## src/rtl/cpu_pkg.sv

```systemverilog
// cpu_pkg: shared CPU constants, fetch FSM state encoding and instruction field helpers
package cpu_pkg;
    localparam int INSTR_W      = 8;
    localparam int OPCODE_MSB   = 7;
    localparam int OPCODE_LSB   = 4;
    localparam int OPERAND_MSB  = 3;
    localparam int OPERAND_LSB  = 0;
    localparam int DEF_ADDR_W   = 8;
    localparam int DEF_RESET_PC = 0;

    typedef logic [1:0] fetch_state_t;
    localparam logic [1:0] S_BOOT  = 2'd0;
    localparam logic [1:0] S_RUN   = 2'd1;
    localparam logic [1:0] S_REDIR = 2'd2;

    function automatic logic [OPCODE_MSB-OPCODE_LSB:0] opcode_of(input logic [INSTR_W-1:0] i);
        return i[OPCODE_MSB:OPCODE_LSB];
    endfunction

    function automatic logic [OPERAND_MSB-OPERAND_LSB:0] operand_of(input logic [INSTR_W-1:0] i);
        return i[OPERAND_MSB:OPERAND_LSB];
    endfunction
endpackage

```

## src/rtl/fetch_queue.sv

```systemverilog
// fetch_queue: synchronous FIFO of {pc, instr} pairs with flush; head is read combinationally
module fetch_queue
    import cpu_pkg::*;
#(
    parameter int ADDR_W = DEF_ADDR_W,
    parameter int DEPTH  = 4,
    localparam int PW    = $clog2(DEPTH),
    localparam int CW    = PW + 1
) (
    input  logic               clk,
    input  logic               rst,
    input  logic               flush,
    input  logic               push,
    input  logic [ADDR_W-1:0]  push_pc,
    input  logic [INSTR_W-1:0] push_instr,
    input  logic               pop,
    output logic [CW-1:0]      count,
    output logic [ADDR_W-1:0]  head_pc,
    output logic [INSTR_W-1:0] head_instr
);
    logic [ADDR_W+INSTR_W-1:0] mem [DEPTH];
    logic [PW-1:0] rd_ptr, wr_ptr;
    logic do_push, do_pop;

    assign do_pop  = pop && count != '0;
    assign do_push = push && (count != CW'(DEPTH) || do_pop);
    assign {head_pc, head_instr} = mem[rd_ptr];

    // pointer and occupancy update; flush empties the queue regardless of push/pop
    always_ff @(posedge clk) begin
        if (rst || flush) begin
            rd_ptr <= '0;
            wr_ptr <= '0;
            count  <= '0;
        end else begin
            if (do_push) wr_ptr <= wr_ptr + 1'b1;
            if (do_pop) rd_ptr <= rd_ptr + 1'b1;
            count <= count + CW'(do_push) - CW'(do_pop);
        end
    end

    // storage write; entries need no reset since the head is only consumed while count != 0
    always_ff @(posedge clk)
        if (do_push) mem[wr_ptr] <= {push_pc, push_instr};
endmodule

```

## src/rtl/fetch_unit.sv

```systemverilog
// fetch_unit: PC generation, 1-cycle ROM read and instruction queue feeding decode.
// Define FETCH_STATS_EN to add bubble_cnt (saturating count of ready && !valid cycles).
module fetch_unit
    import cpu_pkg::*;
#(
    parameter int ADDR_W                = DEF_ADDR_W,
    parameter int DEPTH                 = 4,
    parameter logic [ADDR_W-1:0] RESET_PC = ADDR_W'(DEF_RESET_PC)
) (
    input  logic               clk,
    input  logic               rst,
    output logic               imem_en,
    output logic [ADDR_W-1:0]  imem_addr,
    input  logic [INSTR_W-1:0] imem_data,
    output logic [INSTR_W-1:0] instr,
    output logic               valid,
    input  logic               ready,
    output logic [ADDR_W-1:0]  pc_out,
    input  logic               redirect,
    input  logic [ADDR_W-1:0]  redirect_pc
`ifdef FETCH_STATS_EN
    ,
    output logic [15:0]        bubble_cnt
`endif
);
    localparam int CW = $clog2(DEPTH) + 1;

    fetch_state_t state;
    logic [ADDR_W-1:0] fetch_pc, resp_pc, head_pc;
    logic [INSTR_W-1:0] head_instr;
    logic inflight;
    logic [CW-1:0] count;

    assign valid     = count != '0;
    assign instr     = valid ? head_instr : '0;
    assign pc_out    = valid ? head_pc : '0;
    assign imem_en   = state == S_RUN && count + CW'(inflight) < CW'(DEPTH);
    assign imem_addr = fetch_pc;

    // FSM and PC sequencing; redirect overrides issue and kills the outstanding read
    always_ff @(posedge clk) begin
        if (rst) begin
            state    <= S_BOOT;
            fetch_pc <= RESET_PC;
            resp_pc  <= RESET_PC;
            inflight <= 1'b0;
        end else if (redirect) begin
            state    <= S_REDIR;
            fetch_pc <= redirect_pc;
            inflight <= 1'b0;
        end else begin
            state    <= S_RUN;
            inflight <= imem_en;
            if (imem_en) begin
                fetch_pc <= fetch_pc + 1'b1;
                resp_pc  <= fetch_pc;
            end
        end
    end

    fetch_queue #(.ADDR_W(ADDR_W), .DEPTH(DEPTH)) u_queue (
        .clk       (clk),
        .rst       (rst),
        .flush     (redirect),
        .push      (inflight),
        .push_pc   (resp_pc),
        .push_instr(imem_data),
        .pop       (valid && ready),
        .count     (count),
        .head_pc   (head_pc),
        .head_instr(head_instr)
    );

`ifdef FETCH_STATS_EN
    // decode-starvation counter, saturating; survives redirects
    always_ff @(posedge clk)
        if (rst) bubble_cnt <= '0;
        else if (ready && !valid && bubble_cnt != 16'hFFFF) bubble_cnt <= bubble_cnt + 1'b1;
`endif
endmodule
```

## config.mk

```make
export PLATFORM = sky130hd
export DESIGN_NAME = fetch_unit
export DESIGN_NICKNAME = d
export VERILOG_FILES = /design/src/rtl/cpu_pkg.sv /design/src/rtl/fetch_queue.sv /design/src/rtl/fetch_unit.sv
export SDC_FILE = /design/constraint.sdc
export NUM_CORES = 1
export LEC_CHECK = 0
export ABC_AREA = 1
export BUFFER_PORTS_ARGS = -buffer_cell sky130_fd_sc_hd__buf_2
export CORE_MARGIN = 2
export CORE_UTILIZATION = 28
export CTS_BUF_LIST = sky130_fd_sc_hd__clkbuf_8
export DETAILED_ROUTE_END_ITERATION = 7
export HOLD_SLACK_MARGIN = 0.03
export PLACE_DENSITY = 0.43
export SETUP_SLACK_MARGIN = 0.15
export SLEW_MARGIN = 20
export SYNTH_ARGS = -nofsm -noshare
export SYNTH_HDL_FRONTEND = slang
export SYNTH_SLANG_ARGS = --single-unit
```

## constraint.sdc

```tcl
create_clock -name clk -period 3.5 [get_ports clk]
set_input_delay 0.7 -clock clk [delete_from_list [all_inputs] [get_ports clk]]
set_output_delay 0.7 -clock clk [all_outputs]
set_load 0.02 [all_outputs]
```

# Word-level counts from Yosys, hierarchy flattened
# Memory sizes are Yosys's and may differ from the RTL's. A register that Yosys moved wholly into a read port is not among the register bits.
# Cells that the tools add are included.
# totals
elab_cells	37
ramBits	64
reg_bits	26
mem_count	1
input_bits	20
# mem_list
name	depth	word_bits	read_ports	rd_clocked_by_memory_dff	wr	line_no	rtl
u_queue.mem	4	16	1	1	1	fetch_queue.sv:21	logic [ADDR_W+INSTR_W-1:0] mem [DEPTH];
# op_classes
magnitude_cmp	1
addsub	6
reduce_logical	10
n_eq_ne	2
n_mux	9
bitwise	1
# ops
cell	count
8-bit 2-to-1 mux	4
8-bit by 1-bit adder with 8-bit output (second input constant)	1
3-bit by 1-bit adder with 3-bit output	2
2-bit 2-to-1 mux	3
2-bit by 1-bit adder with 2-bit output (second input constant)	2
1-bit logical AND	4
3-bit less-than comparator (second input constant)	1
3-bit inequality test (second input constant)	1
3-bit nonzero test	1
3-bit by 1-bit subtractor with 3-bit output	1
2-bit by 1-bit == test with 1-bit output (second input constant)	1
1-bit logical OR	2
1-bit 2-to-1 mux	2
2-bit AND reduction	1
2-bit nonzero test	1
2-bit OR reduction	1
1-bit inverter	1

# Depth between registers and ports, before layout
# depth
word_depth	7
depth_mapped	8
mapped_depth_nobuf	8

# By module
# A second synthesis with hierarchy kept.
# unflattened
hier_cells	396
area_unflattened_um2	3947.5
# modules_own_cells
module	seq_area_each_um2	area_each_um2	cells_per_inst	instances
fetch_queue	2102.0	2846.5	225	1
fetch_unit	380.4	1101.1	171	1

# Least setup slack after synthesis
# OpenSTA, ideal clock, no wires.
# synth_path
path_kind	in2reg
from	in ready
to	mem u_queue.mem[0][0] in the netlist's numbering, enable pin
setup_time_ns	0.389
path_stages	4
arrival_ns	1.648
path_slack_ns	1.463
n_path_buf	0
required_ns	3.111
cell_sequence	inv_1 nand4_1 nand2_2 nor2_1
# synth_between
elab_chain_cells	6
# synth_rtl
item	line_no	rtl
start: declaration	fetch_unit.sv:17	input logic ready,
1-bit logical AND	fetch_unit.sv:68	.pop (valid && ready),
1-bit logical AND	fetch_queue.sv:25	assign do_pop = pop && count != '0;
1-bit logical OR	fetch_queue.sv:26	assign do_push = push && (count != CW'(DEPTH) || do_pop);
1-bit logical AND	fetch_queue.sv:26	
1-bit 2-to-1 mux	fetch_queue.sv:44	if (do_push) mem[wr_ptr] <= {push_pc, push_instr};
1-bit 2-to-1 mux (not written as such)	fetch_queue.sv:44	
end: declaration	fetch_queue.sv:21	
# No other way between the ends.

==> flow_summary_export.csv <==
group,metric,value,unit
clocking,clk_latency,0.37,ns
die,std_cell_rows,42,
layout,nets,445,
worst_setup_path,crit_slowest_cell,"inv_1",
die,die-area,14650,um^2
clocking,holdBufCountCts,0,
clocking,cts-resized-gates,0,
worst_setup_path,r2r_start,"u_queue.count[1]",
worst_setup_path,cp_max_fo,32,
logic_synthesis,ys_ff_latch,92,
timing,setup_viol,0,
logic_synthesis,yosys.cell_types.count,28,
place,hpwlAfterDp,5239,um
logic_synthesis,synth_nets,394,
detailed_routing,antenna_left,0,
place,place_area,4282,um^2
logic_synthesis,yosys.area.top_type,"edfxtp_1",
detailed_routing,drt_wl_total,8137,um
layout,multi_input_area,1185,um^2
worst_setup_path,r2r_end,"u_queue.count[2]",
timing,post-route-min-period,2.642,ns
worst_setup_path,worstSetupEndpointType,"primary output",
detailed_routing,wl_per_cell,13.61,um
global_route,grt_pass1_vias,2690,
timing,drv_slew,0,
timing,fmax,378.5,MHz
global_route,grtUsageTotal,12.17,%
layout,drive_gt1_share,19.67,%
run_status,status,"finished, final reports clean",
logic_synthesis,synthCells,366,
detailed_routing,drc,0,
die,core-area,13300,um^2
worst_setup_path,start_kind,"register",
power,power_switching,482.7,uW
layout,diodes,0,
global_route,antenna_found_initial,0,
layout,area.sequential,2482,um^2
worst_setup_path,r2r_slack,1.35,ns
timing,setup_tns,0,ns
power,clkPwrFrac,35.5,%
die,initial_core_util,28.85,%
logic_synthesis,syn_area,3836,um^2
worst_setup_path,cp.required,2.80,ns
timing,grt_setup_unrepaired,"false",
clocking,cts_max_path_buffers,2,
clocking,path_clk_slew,0.10,ns
clocking,htreeDepth,3,
clocking,numCtsBuffers,9,
detailed_routing,via_per_inst,4.343,
timing,fin_crit_sh,75.48,%
worst_setup_path,critPathKind,"register to primary output",
power,leakagePower,0.001753,uW
power,power.share.sequential,58.7,%
timing,hold_viol_final,0,
clocking,cts_root_buf,"clkbuf_8",
power,p_int,1553,uW
layout,final_area,4481,um^2
power,power_density,454.4,nW/um^2
hold_path,hold_path.class,"register to register",
logic_synthesis,yosys.area.top_type_share,50.10,%
die,die_h,121.1,um
hold_path,min_delay_path_depth,1,
power,p_comb_share,5.7,%
logic_synthesis,yosysWarningCount,0,
layout,fillers,1380,
worst_setup_path,r2r_cells,8,
place,io_buffers,45,
timing,clock_skew,0.01111,ns
die,ios,46,
power,peakVddDrop,0.2739,mV
detailed_routing,first_pass_iters,4,
global_route,overflow,0,
die,die_x,121.1,um
worst_setup_path,crit_chain,"inv_1 > o21ai_0 > a21oi_1 > buf_2",
clocking,cts_setup_buffers,0,
global_route,grt_max_degree,33,
global_route,grt_pass1_wl,13580,um
logic_synthesis,synthTopCellsByArea,"edfxtp_1, dfxtp_1, nor2_1, o21ai_0, a21oi_1",
layout,area_delta_synth_final,16.80,%
place,routabilityCongestion,0.7393,
logic_synthesis,synth_area_per_cell,10.48,um^2
detailed_routing,drt-initial-drc-count,155,
worst_setup_path,slowest_delay,0.62,ns
run,maxCapViolations,0,
worst_setup_path,crit_arrival,1.94,ns
clocking,cts.sinks,92,
clocking,cts_tree,"built",
power,swShare,23.71,%
timing,worst_pin_slew,0.8626,ns
hold_path,hp-start,"u_queue.rd_ptr[0]",
logic_synthesis,synth-seq-area-share,64.71,%
timing,slew_headroom,42.43,%
detailed_routing,via_count,2597,
routing by layer:
layer | wire length (um) | up-vias | part of all wire, % | global-route usage (%)
met2 | 3825 | 53 | 47 | 19.66
met5 | 0 | - | 0 | 0
met4 | 74 | 0 | 0.91 | 3.634
met1 | 3869 | 1205 | 48 | 15.35
li1 | - | 1333 | - | -
met3 | 367 | 6 | 4.5 | 4.229
metrics by stage:
step	cells	util (%)	total power [uW]	setup WS, ns	hold slack, ns
floorplan	366	-	1290	1.463	0.4415
global placement	582	32.20	1339	1.264	0.4558
detailed placement	582	32.20	1340	1.228	0.4628
CTS	598	33.70	2069	0.8037	0.4822
global route	598	33.70	2131	0.5745	0.5003
finish	598	33.70	2036	0.8583	0.4781
cells by family after synthesis:
group	after synthesis	share of synthesized area (%)
adders and majority gates	8	2.805
AOI/OAI and AO/OA	69	9.002
DFF	92	64.71
xor gates and xnor gates	6	1.370
buffers and inverters	41	4.403
and+or+nand+nor	150	17.71
worst max path at each step:
stage,startpoint,to,slack [ns],depth (start not counted)
floorplan,ready,u_queue.mem[0][0],1.46,4
global placement,register,pc_out[7],1.26,4
detailed placement,register,pc_out[7],1.23,4
CTS,register,pc_out[7],0.80,4
global route,register,pc_out[5],0.57,4
finish,register,pc_out[7],0.86,4
synthesized netlist by cell type (all sizes together):
library cell,count
a21oi,22
o21ai,47
ha,7
or2,1
nor2,101
clkinv,1
edfxtp,64
nand4,2
dfxtp,28
nand2,28
inv,28
nand3,16
nor3,2
xnor2,3
clkbuf,6
buf,6
xor2,3
fa,1
registers in the layout (all words and copies together), names as in the netlist, named ones only:
signal / count
u_queue.mem: 64
imem_addr: 8
resp_pc: 8
u_queue.count: 3
state: 2
u_queue.rd_ptr: 2
u_queue.wr_ptr: 2
inflight: 1
power groups by stage:
stage | logic, uW | registers, uW | clock network [uW]
2_1_floorplan | 67.8 | 1220 | 0
3_3_place_gp | 118 | 1220 | 0
3_5_place_dp | 120 | 1220 | 0
4_1_cts | 120 | 1200 | 753
5_1_grt | 134 | 1200 | 797
6_report | 117 | 1200 | 724
critical path: cells and delay by family, from the launching register on:
family / cells / cell delay [ns]
buffers and inverters: 2 / 0.80
AO/OA/AOI/OAI: 2 / 0.45
flip-flops: 1 / 0.32
cells in the final DEF, fill, tap and decap left out, types with 2 or more instances in the layout:
cell type,Yosys,final
buf_2,6,45
nand2_2,3,3
nand2_1,24,24
buf_4,0,7
clkbuf_8,0,9
xor2_1,3,3
nor2_1,98,98
inv_1,26,27
a21oi_1,22,22
clkinv_4,1,2
xnor2_1,3,3
o21ai_0,46,46
nand3_2,2,2
nand3_1,13,13
nor2_4,3,3
dfxtp_1,28,28
edfxtp_1,64,64
ha_1,7,7
cell type report:
type / instances / share of cell area (%)
Clock inverter: 7 / 1.676
Multi-Input combinational cell: 233 / 26.45
Timing Repair Buffer: 52 / 6.199
Tap cell: 176 / 4.915
Sequential cell: 92 / 55.40
Clock buffer: 9 / 2.765
Inverter: 29 / 2.597
Power figures use the tool's default switching activity.
